===== config.mk =====
export PLATFORM = sky130hd
export DESIGN_NAME = hazard_scoreboard
export DESIGN_NICKNAME = d
export VERILOG_FILES = /design/src/rtl/hazard_pkg.sv /design/src/rtl/mdu_busy_timer.sv /design/src/rtl/hazard_scoreboard.sv
export SDC_FILE = /design/constraint.sdc
export NUM_CORES = 1
export LEC_CHECK = 0
export ABC_CLOCK_PERIOD_IN_PS = 7100
export BUFFER_PORTS_ARGS = -buffer_cell sky130_fd_sc_hd__clkbuf_2
export CAP_MARGIN = 20
export CORE_MARGIN = 2
export CORE_UTILIZATION = 60
export DETAILED_ROUTE_END_ITERATION = 16
export PLACE_DENSITY = 0.79
export SLEW_MARGIN = 15
export SYNTH_ARGS = -nofsm -noshare
export SYNTH_HDL_FRONTEND = slang
export SYNTH_SLANG_ARGS = --single-unit

===== constraint.sdc =====
create_clock -name i_clk -period 7.1 [get_ports i_clk]
set_clock_uncertainty 0.05 [all_clocks]
set_input_delay 1.42 -clock i_clk [delete_from_list [all_inputs] [get_ports i_clk]]
set_output_delay 1.42 -clock i_clk [all_outputs]
set_load 0.05 [all_outputs]

===== src/rtl/hazard_pkg.sv =====
// Shared types, default latencies and index-width helper for the ID-stage hazard scoreboard.
// Pure declarations; no logic, no latency, no backpressure.
package hazard_pkg;

    typedef enum logic [2:0] {
        OP_ALU     = 3'd0,
        OP_LOAD    = 3'd1,
        OP_MUL     = 3'd2,
        OP_DIV     = 3'd3,
        OP_HILO_RD = 3'd4
    } op_kind_t;

    typedef enum logic [1:0] {
        CAUSE_NONE  = 2'd0,
        CAUSE_DATA  = 2'd1,
        CAUSE_EARLY = 2'd2,
        CAUSE_MDU   = 2'd3
    } stall_cause_t;

    localparam int DEF_NREG     = 32;
    localparam int DEF_CNT_W    = 4;
    localparam int DEF_LAT_ALU  = 1;
    localparam int DEF_LAT_LOAD = 2;
    localparam int DEF_LAT_MUL  = 5;
    localparam int DEF_LAT_DIV  = 10;
    localparam int DEF_PERF_W   = 32;

    // Index width for n entries, never less than 1 bit.
    function automatic int clog2(input int n);
        int w;
        w = 1;
        for (int i = 1; i < 31; i++) begin
            if ((1 << i) < n) w = i + 1;
        end
        return w;
    endfunction

endpackage


===== src/rtl/mdu_busy_timer.sv =====
// HI/LO unit occupancy countdown: loads on start when idle, then counts down to zero.
// Busy is registered state (visible the cycle after start); start while busy is ignored.
module mdu_busy_timer #(
    parameter int CNT_W = 4
) (
    input  logic             i_clk,
    input  logic             i_reset,
    input  logic             i_start,
    input  logic [CNT_W-1:0] i_lat,
    output logic             o_busy
);

    logic [CNT_W-1:0] r_timer;

    always_ff @(posedge i_clk or posedge i_reset) begin
        if (i_reset) begin
            r_timer <= '0;
        end else if (i_start && (r_timer == '0)) begin
            r_timer <= i_lat;
        end else if (r_timer != '0) begin
            r_timer <= r_timer - CNT_W'(1);
        end
    end

    assign o_busy = (r_timer != '0);

endmodule


===== src/rtl/hazard_scoreboard.sv =====
// ID-stage hazard scoreboard: per-register pending-write countdowns plus MDU busy timer drive a stall.
// Stall is combinational from state and ID inputs; a stalled instruction is held in ID and re-checked each cycle.
module hazard_scoreboard
    import hazard_pkg::*;
#(
    parameter int NREG     = DEF_NREG,
    parameter int CNT_W    = DEF_CNT_W,
    parameter int LAT_ALU  = DEF_LAT_ALU,
    parameter int LAT_LOAD = DEF_LAT_LOAD,
    parameter int LAT_MUL  = DEF_LAT_MUL,
    parameter int LAT_DIV  = DEF_LAT_DIV,
    parameter int PERF_W   = DEF_PERF_W
) (
    input  logic                     i_clk,
    input  logic                     i_reset,
    input  logic                     i_id_valid,
    input  logic                     i_id_kill,
    input  logic [clog2(NREG)-1:0]   i_id_rs,
    input  logic [clog2(NREG)-1:0]   i_id_rt,
    input  logic                     i_id_use_rs,
    input  logic                     i_id_use_rt,
    input  logic                     i_id_early,
    input  logic                     i_id_wr,
    input  logic [clog2(NREG)-1:0]   i_id_rd,
    input  op_kind_t                 i_id_kind,
    output logic                     o_stall,
    output stall_cause_t             o_stall_cause,
    output logic                     o_mdu_busy,
    output logic [PERF_W-1:0]        o_stall_count
);

    localparam int IW = clog2(NREG);

    generate
        if ((LAT_DIV >= (1 << CNT_W)) || (LAT_MUL >= (1 << CNT_W)) ||
            (LAT_LOAD >= (1 << CNT_W)) || (LAT_ALU >= (1 << CNT_W))) begin : g_bad_lat
            $error("hazard_scoreboard: latency does not fit in CNT_W bits");
        end
    endgenerate

    localparam logic [CNT_W-1:0] L_ALU  = CNT_W'(LAT_ALU);
    localparam logic [CNT_W-1:0] L_LOAD = CNT_W'(LAT_LOAD);
    localparam logic [CNT_W-1:0] L_MUL  = CNT_W'(LAT_MUL);
    localparam logic [CNT_W-1:0] L_DIV  = CNT_W'(LAT_DIV);

    logic [CNT_W-1:0]  r_cnt [NREG];
    logic [CNT_W-1:0]  w_dec [NREG];
    logic [PERF_W-1:0] r_stall_cnt;

    logic              w_active;
    logic              w_fire;
    logic [CNT_W-1:0]  w_thr;
    logic              w_rs_hz;
    logic              w_rt_hz;
    logic              w_data_stall;
    logic              w_mdu_kind;
    logic              w_mdu_stall;
    logic              w_mdu_busy;
    logic              w_mdu_start;
    logic [CNT_W-1:0]  w_mdu_lat;
    logic              w_wr_en;
    logic [CNT_W-1:0]  w_issue_lat;
    logic [CNT_W-1:0]  w_load_val;
    stall_cause_t      w_cause;

    assign w_active = i_id_valid && !i_id_kill;

    // Branch/JR consumes in ID, so it needs the value one cycle sooner than an EX consumer.
    assign w_thr   = i_id_early ? '0 : CNT_W'(1);
    assign w_rs_hz = i_id_use_rs && (i_id_rs != '0) && (r_cnt[i_id_rs] > w_thr);
    assign w_rt_hz = i_id_use_rt && (i_id_rt != '0) && (r_cnt[i_id_rt] > w_thr);
    assign w_data_stall = w_rs_hz || w_rt_hz;

    assign w_mdu_kind  = i_id_kind inside {OP_MUL, OP_DIV, OP_HILO_RD};
    assign w_mdu_stall = w_mdu_kind && w_mdu_busy;

    always_comb begin
        w_cause = CAUSE_NONE;
        if (w_active) begin
            if (w_mdu_stall) begin
                w_cause = CAUSE_MDU;
            end else if (w_data_stall && i_id_early) begin
                w_cause = CAUSE_EARLY;
            end else if (w_data_stall) begin
                w_cause = CAUSE_DATA;
            end
        end
    end

    assign o_stall       = (w_cause != CAUSE_NONE);
    assign o_stall_cause = w_cause;
    assign w_fire        = w_active && !o_stall;

    always_comb begin
        for (int i = 0; i < NREG; i++) begin
            w_dec[i] = (r_cnt[i] == '0) ? '0 : (r_cnt[i] - CNT_W'(1));
        end
    end

    assign w_issue_lat = (i_id_kind == OP_LOAD) ? L_LOAD : L_ALU;
    assign w_wr_en     = w_fire && i_id_wr && (i_id_rd != '0);
    // WAW: a younger short-latency write must not shorten an older long-latency one.
    assign w_load_val  = (w_dec[i_id_rd] > w_issue_lat) ? w_dec[i_id_rd] : w_issue_lat;

    always_ff @(posedge i_clk or posedge i_reset) begin
        if (i_reset) begin
            for (int i = 0; i < NREG; i++) begin
                r_cnt[i] <= '0;
            end
        end else begin
            for (int i = 0; i < NREG; i++) begin
                if (w_wr_en && (i_id_rd == IW'(i))) begin
                    r_cnt[i] <= w_load_val;
                end else begin
                    r_cnt[i] <= w_dec[i];
                end
            end
        end
    end

    assign w_mdu_start = w_fire && ((i_id_kind == OP_MUL) || (i_id_kind == OP_DIV));
    assign w_mdu_lat   = (i_id_kind == OP_DIV) ? L_DIV : L_MUL;

    mdu_busy_timer #(
        .CNT_W (CNT_W)
    ) u_mdu_timer (
        .i_clk   (i_clk),
        .i_reset (i_reset),
        .i_start (w_mdu_start),
        .i_lat   (w_mdu_lat),
        .o_busy  (w_mdu_busy)
    );

    assign o_mdu_busy = w_mdu_busy;

    always_ff @(posedge i_clk or posedge i_reset) begin
        if (i_reset) begin
            r_stall_cnt <= '0;
        end else if (o_stall && (r_stall_cnt != '1)) begin
            r_stall_cnt <= r_stall_cnt + PERF_W'(1);
        end
    end

    assign o_stall_count = r_stall_cnt;

endmodule


==> flow_metrics.py, run 1 <==
metrics = {
    "synthesis": {
        "synth_enable_flop_cells": 0,
        "synth.distinct_cells": 66,
        "ys_seq_area_share_pct": 38.5,
        "synthCells": 1050,
        "yosysMostFrequentCell": "dfrtp_1",
        "yosys-top-cells-area": "dfrtp_1 39%, mux4_2 11%, mux2i_1 8.9%",
        "yosys-top-cells-count": "164 x dfrtp_1, 95 x mux2i_1, 93 x nand2_1",
        "synth_area_sq_um": 10700,
        "yosysWarnings": 0,
        "synth-async-reset-ratio_pct": 100,
        "synth_top_area_share_pct": 38.5,
        "synth_ff_type": "dfrtp_1",
        "synth_top_cell_by_area": "dfrtp_1",
        "ys_ff_latch": 164,
        "synth_area_per_cell_sq_um": 10.1,
        "syn-num-nets": 1083,
    },
    "cells_and_area": {
        "nFillCells": 1344,
        "nets": 1131,
        "antenna_cells": 0,
        "stdcell_area_sq_um": 11800,
        "drive_gt1_share_pct": 23.3,
        "area_growth_syn_to_layout_pct": 10.5,
        "final_core_util_pct": 67.8,
    },
    "worst_setup_path": {
        "cp_num_buf_inv": 2,
        "rr_worst_depth": 16,
        "crit_path_start_kind": "input pin",
        "cp_data_required_time_ns": 5.63,
        "crit_fanout": 26,
        "r2r_start": "r_cnt[121]$_DFF_PP0_",
        "crit_cells": 15,
        "path_class": "input pin to output pin",
        "rrSetupSlack_ns": 2.26,
        "cpPeakStageDelay_ns": 0.46,
        "crit_path_frequent_cell": "nor2_1",
        "reg2reg_to": "r_cnt[5]$_DFF_PP0_",
        "crit_path_top_delay_cell": "or2_2",
        "cp-end-kind": "output pin",
        "worstPathCellList": "clkbuf_2, or2_2, o221ai_1, o22ai_1, nor3_1, nor2_1, ha_1, nor2_1, a311oi_1, a221oi_1, nand2_1, o211ai_4, a21oi_1, nor2_1, clkbuf_2",
        "critPathLaunch": "i_id_rt[2]",
        "crit_arrival_ns": 4.64,
        "cp_top_family": "simple AND/OR/NAND/NOR gates",
    },
    "power": {
        "ir_drop_v": 0.000339,
        "p_per_area_nw_per_um2": 196,
        "p_leak_uw": 0.00503,
    },
    "floorplanning": {
        "core_area_sq_um": 17400,
        "rows": 48,
        "dieWidth_um": 137,
        "die_y_um": 137,
        "start_util_pct": 61.4,
        "die_area_sq_um": 18800,
        "ios": 62,
    },
    "routing": {
        "via_per_inst": 6.79,
        "highest_layer": "met4",
        "drt-initial-drc-count": 1215,
        "dr_wl_met3_um": 3840,
        "first_pass_iters": 7,
        "drc": 0,
        "met1Wirelength_um": 12200,
        "met2_length_um": 13600,
        "vias": 9066,
        "wl_um": 30600,
        "ant_nets": 0,
        "routedWlPerCell_um": 22.9,
    },
    "placed_design": {
        "dpl_worst_slack_ns": 1.08,
        "port_buffers": 61,
        "gp_congestion": 1.04,
        "place_hpwl_um": 22100,
        "place_area_sq_um": 11200,
    },
    "sta": {
        "maxSlewHeadroom_pct": 27.0,
        "drv_slew": 0,
        "tightest_slew_ns": 1.09,
        "post-route-min-period_ns": 6.11,
        "setup_viol": 0,
        "worst_slack_ns": 0.986,
        "fmax_ghz": 0.164,
        "min_period_over_period_pct": 86.1,
        "finalSetupTns_ns": 0,
        "finalHoldViolations": 0,
        "rsz0062_at_grt": "false",
    },
    "grt": {
        "grt.overflow.total": 0,
        "grt_max_degree": 108,
        "grt_pass1_vias": 8731,
        "grt_pass1_wl_um": 48200,
        "grt_use_total_pct": 34.2,
        "antenna_found_initial": 0,
    },
    "clock_tree": {
        "clkSinkCount": 164,
        "cts.clk_slew.worst_paths_ns": 0.08,
        "hold_buffers": 0,
        "clockRootBuffer": "clkbuf_16",
        "cts_resized": 0,
        "h-tree-depth": 4,
        "clock_path_buffers": 2,
        "post_cts.repair.setup_buffers": 0,
        "cts_buffers": 17,
        "cts_tree": "yes",
        "worstSkewPairLatency_ns": 0.45,
    },
    "outcome": {
        "status": "completed",
    },
    "worst_hold_path": {
        "hold_class": "register to register",
        "hold_end": "o_stall_count[11]$_DFFE_PP0P_",
        "hold_depth": 1,
        "hold_start": "o_stall_count[11]$_DFFE_PP0P_",
    },
    "run": {
        "maxCapViolations": 0,
    },
}
-- cells in the final DEF, fill, tap and decap left out, types with 7 or more instances in the layout --
master       n
inv_1       16
nor3_1      75
o21a_1      17
clkbuf_16   17
buf_4       19
nand3_1     22
o21bai_1     9
nor3_2      10
dfrtp_1    164
or2_1        7
mux2_2      12
nor2b_1     16
clkbuf_2    61
mux4_2      53
o31a_1      10
mux2i_1     93
o221ai_1     7
and3_1      14
a21oi_1     38
nor3_4      10
or4b_2      10
o21ai_0     48
or2_2       39
nor2_1      77
xnor2_1     29
nand4_1     13
nand2_1     93
ha_1         7
nand2b_1    22
-- metrics by stage --
| step | hold WS [ns] | power, uW | std cells |
|---|---|---|---|
| floorplan | 0.393 | 1270 | 1050 |
| global placement | 0.416 | 1370 | 1304 |
| detailed placement | 0.432 | 1380 | 1304 |
| CTS | 0.444 | 2310 | 1336 |
| global route | 0.464 | 2390 | 1336 |
| finish | 0.443 | 2310 | 1336 |
-- final cells by class --
cell class	count	area [sq um]	area share, %
flip-flops and latches	164	4100	34.9
well taps	225	282	2.39
clock inverters	15	183	1.55
multi-input cells	814	6240	53.1
inverters	21	83.8	0.712
clock buffers	17	425	3.61
repair buffers	80	448	3.81
-- sequential cells by signal, summed over array words and instances, names as in the netlist --
signal,flops
o_stall_count,32
r_cnt,128
u_mdu_timer.r_timer,4
-- worst max-delay path by stage --
stage                       endpoint
floorplan           o_stall_cause[0]
global placement    o_stall_cause[0]
detailed placement  o_stall_cause[1]
CTS                 o_stall_cause[1]
global route        o_stall_cause[1]
finish              o_stall_cause[1]
-- layer usage --
layer  vias to the layer above  global-route usage [%]
li1                       4018                       -
met1                      4391                    46.9
met2                       552                    51.6
met3                       105                    10.1
met4                         0                    12.8
met5                         -                       0
-- power by group --
part,switching (uW),internal (uW)
sequential,31.1,962
clock,464,476
combinational,258,114
total,753,1550
-- logic make-up after synthesis --
logic type               Yosys count  synth area share [%]
AND/OR/NAND/NOR                  433                  22.3
AO/OA/AOI/OAI                    182                  11.4
flip-flops                       164                  38.5
multiplexers                     160                  21.4
buffers and inverters             72                  2.92
XOR/XNOR                          32                  2.63
adder cells (fa/ha/maj)            7                 0.822
No activity file was read; power rests on OpenSTA's default activity.
==> run 2, diff against run 1 <==
RECOVER_POWER = 25   (was unset)
==> flow_metrics.py, run 2 (synthesis results as in run 1) <==
metrics = {
    "sta": {
        "finalHoldViolations": 0,
        "finalSetupTns_ns": 0,
        "min_period_over_period_pct": 86.3,
        "tightest_slew_ns": 3.97,
        "rsz0062_at_grt": "false",
        "fmax_ghz": 0.163,
        "drv_slew": 108,
        "whs_ns": 0.443,
        "post-route-min-period_ns": 6.13,
        "maxSlewHeadroom_pct": -165,
        "setup_viol": 0,
    },
    "floorplanning": {
        "dieWidth_um": 137,
        "rows": 48,
        "die_area_sq_um": 18800,
        "ios": 62,
        "start_util_pct": 61.4,
        "die_y_um": 137,
        "core_area_sq_um": 17400,
    },
    "clock_tree": {
        "worstSkewPairLatency_ns": 0.45,
        "hold_buffers": 0,
        "cts.clk_slew.worst_paths_ns": 0.08,
        "clock_path_buffers": 2,
        "clkSinkCount": 164,
        "clockRootBuffer": "clkbuf_16",
        "cts_resized": 0,
        "post_cts.repair.setup_buffers": 0,
        "h-tree-depth": 4,
        "cts_tree": "yes",
        "cts_buffers": 17,
    },
    "worst_setup_path": {
        "cp_data_required_time_ns": 5.63,
        "crit_path_start_kind": "input pin",
        "worstPathCellList": "clkbuf_2, or2_2, o21ai_0, o22ai_1, nor3_1, nor2_1, ha_1, nor2_1, a311oi_1, a221oi_1, nand2_1, o211ai_4, a21oi_1, nor2_1, clkbuf_2",
        "crit_path_frequent_cell": "nor2_1",
        "rr_worst_depth": 16,
        "cpPeakStageDelay_ns": 0.46,
        "crit_arrival_ns": 4.66,
        "crit_path_top_delay_cell": "or2_2",
        "cp-end-kind": "output pin",
        "crit_fanout": 26,
        "path_class": "input pin to output pin",
    },
    "routing": {
        "ant_nets": 0,
        "routedWlPerCell_um": 22.9,
        "first_pass_iters": 7,
        "vias": 9042,
        "via_per_inst": 6.77,
        "drc": 0,
        "wl_um": 30600,
        "drt-initial-drc-count": 1215,
    },
    "cells_and_area": {
        "antenna_cells": 0,
        "drive_gt1_share_pct": 23.2,
        "layout_common_cells": "164 x dfrtp_1, 93 x nand2_1, 93 x mux2i_1",
        "nFillCells": 1344,
        "largest_reg_flops": 128,
        "nets": 1131,
        "final_common_cell": "dfrtp_1",
        "area_growth_syn_to_layout_pct": 10.4,
        "regMostFlops": "r_cnt",
    },
    "placed_design": {
        "gp_congestion": 1.04,
        "place_hpwl_um": 22100,
        "port_buffers": 61,
    },
    "grt": {
        "antenna_found_initial": 0,
        "grt_pass1_vias": 8731,
        "grt_use_total_pct": 34.2,
        "grt_max_degree": 108,
        "grt.overflow.total": 0,
        "grt_pass1_wl_um": 48200,
    },
    "worst_hold_path": {
        "hold_depth": 1,
        "hold_class": "register to register",
    },
    "power": {
        "pwr-share-clk_pct": 40.8,
        "p_int_uw": 1550,
        "ir_drop_v": 0.000339,
        "p_per_area_nw_per_um2": 196,
        "seq_power_share_pct": 43.1,
        "p_comb_share_pct": 16.1,
        "switchingPower_uw": 753,
        "switching_share_pct": 32.7,
        "p_leak_uw": 0.00503,
    },
    "outcome": {
        "status": "complete, but fails checks",
        "failed_checks": "max-capacitance violations, max-slew violations",
    },
    "run": {
        "maxCapViolations": 1,
    },
}
run 2: changes by cell type in the layout (fill, tap and decap cells not counted):
cell / previous run / this run
inv_1: 16 / 17
inv_6: 4 / 3
run 2: path summary, 6_finish.rpt:
path                                               start                       endpoint  slack, ns
setup / recovery                              i_id_rt[2]               o_stall_cause[1]       0.97
max in group asynchronous                        i_reset            r_cnt[17]$_DFF_PP0_       2.27
hold / removal             o_stall_count[11]$_DFFE_PP0P_  o_stall_count[11]$_DFFE_PP0P_       0.44
min in group asynchronous                        i_reset           r_cnt[107]$_DFF_PP0_       2.39
setup reg to reg                    r_cnt[121]$_DFF_PP0_             r_cnt[5]$_DFF_PP0_       2.25
hold reg to reg            o_stall_count[11]$_DFFE_PP0P_  o_stall_count[11]$_DFFE_PP0P_       0.44
run 2: per-stage QoR:
step                      cells  worst slack (ns)  util, %  area [sq um]  total power [uW]
after floorplan            1050             0.721        -         10700              1270
after global placement     1304              1.14     64.3         11200              1370
after detailed placement   1304              1.08     64.3         11200              1380
after CTS                  1336              1.07     67.8         11800              2310
after global routing       1336             0.723     67.8         11800              2390
final                      1336             0.973     67.8         11800              2310
run 2: area by class of cell:
cell class                 instances  area, sq um  share of cell area (%)
multi-input combinational        814         6240                    53.1
timing repair buffer              80          448                    3.81
clock inverter                    15          183                    1.55
tap                              225          282                    2.39
inverter                          21         78.8                   0.670
clock buffer                      17          425                    3.62
sequential                       164         4100                    34.9
run 2: worst max-delay path: cells and delay by family:
family / cells / cell delay, ns
and+or+nand+nor: 6 / 1.19
AOI/OAI and AO/OA: 6 / 1.11
buffers and inverters: 2 / 0.65
adders and majority gates: 1 / 0.27
run 2: per-layer routing:
metal	part of all wire (%)	GRT usage, %	routed length, um
met1	40	46.9	12100
met2	44	51.6	13500
met3	13	10.1	3880
met4	3.6	12.8	1110
met5	0	0	0
run 2: power by group through the flow:
stage | Clock [uW] | Sequential, uW | Combinational, uW
2_1_floorplan | 0 | 1060 | 215
3_3_place_gp | 0 | 1010 | 361
3_5_place_dp | 0 | 1010 | 367
4_1_cts | 946 | 993 | 368
5_1_grt | 986 | 998 | 401
6_report | 940 | 994 | 372
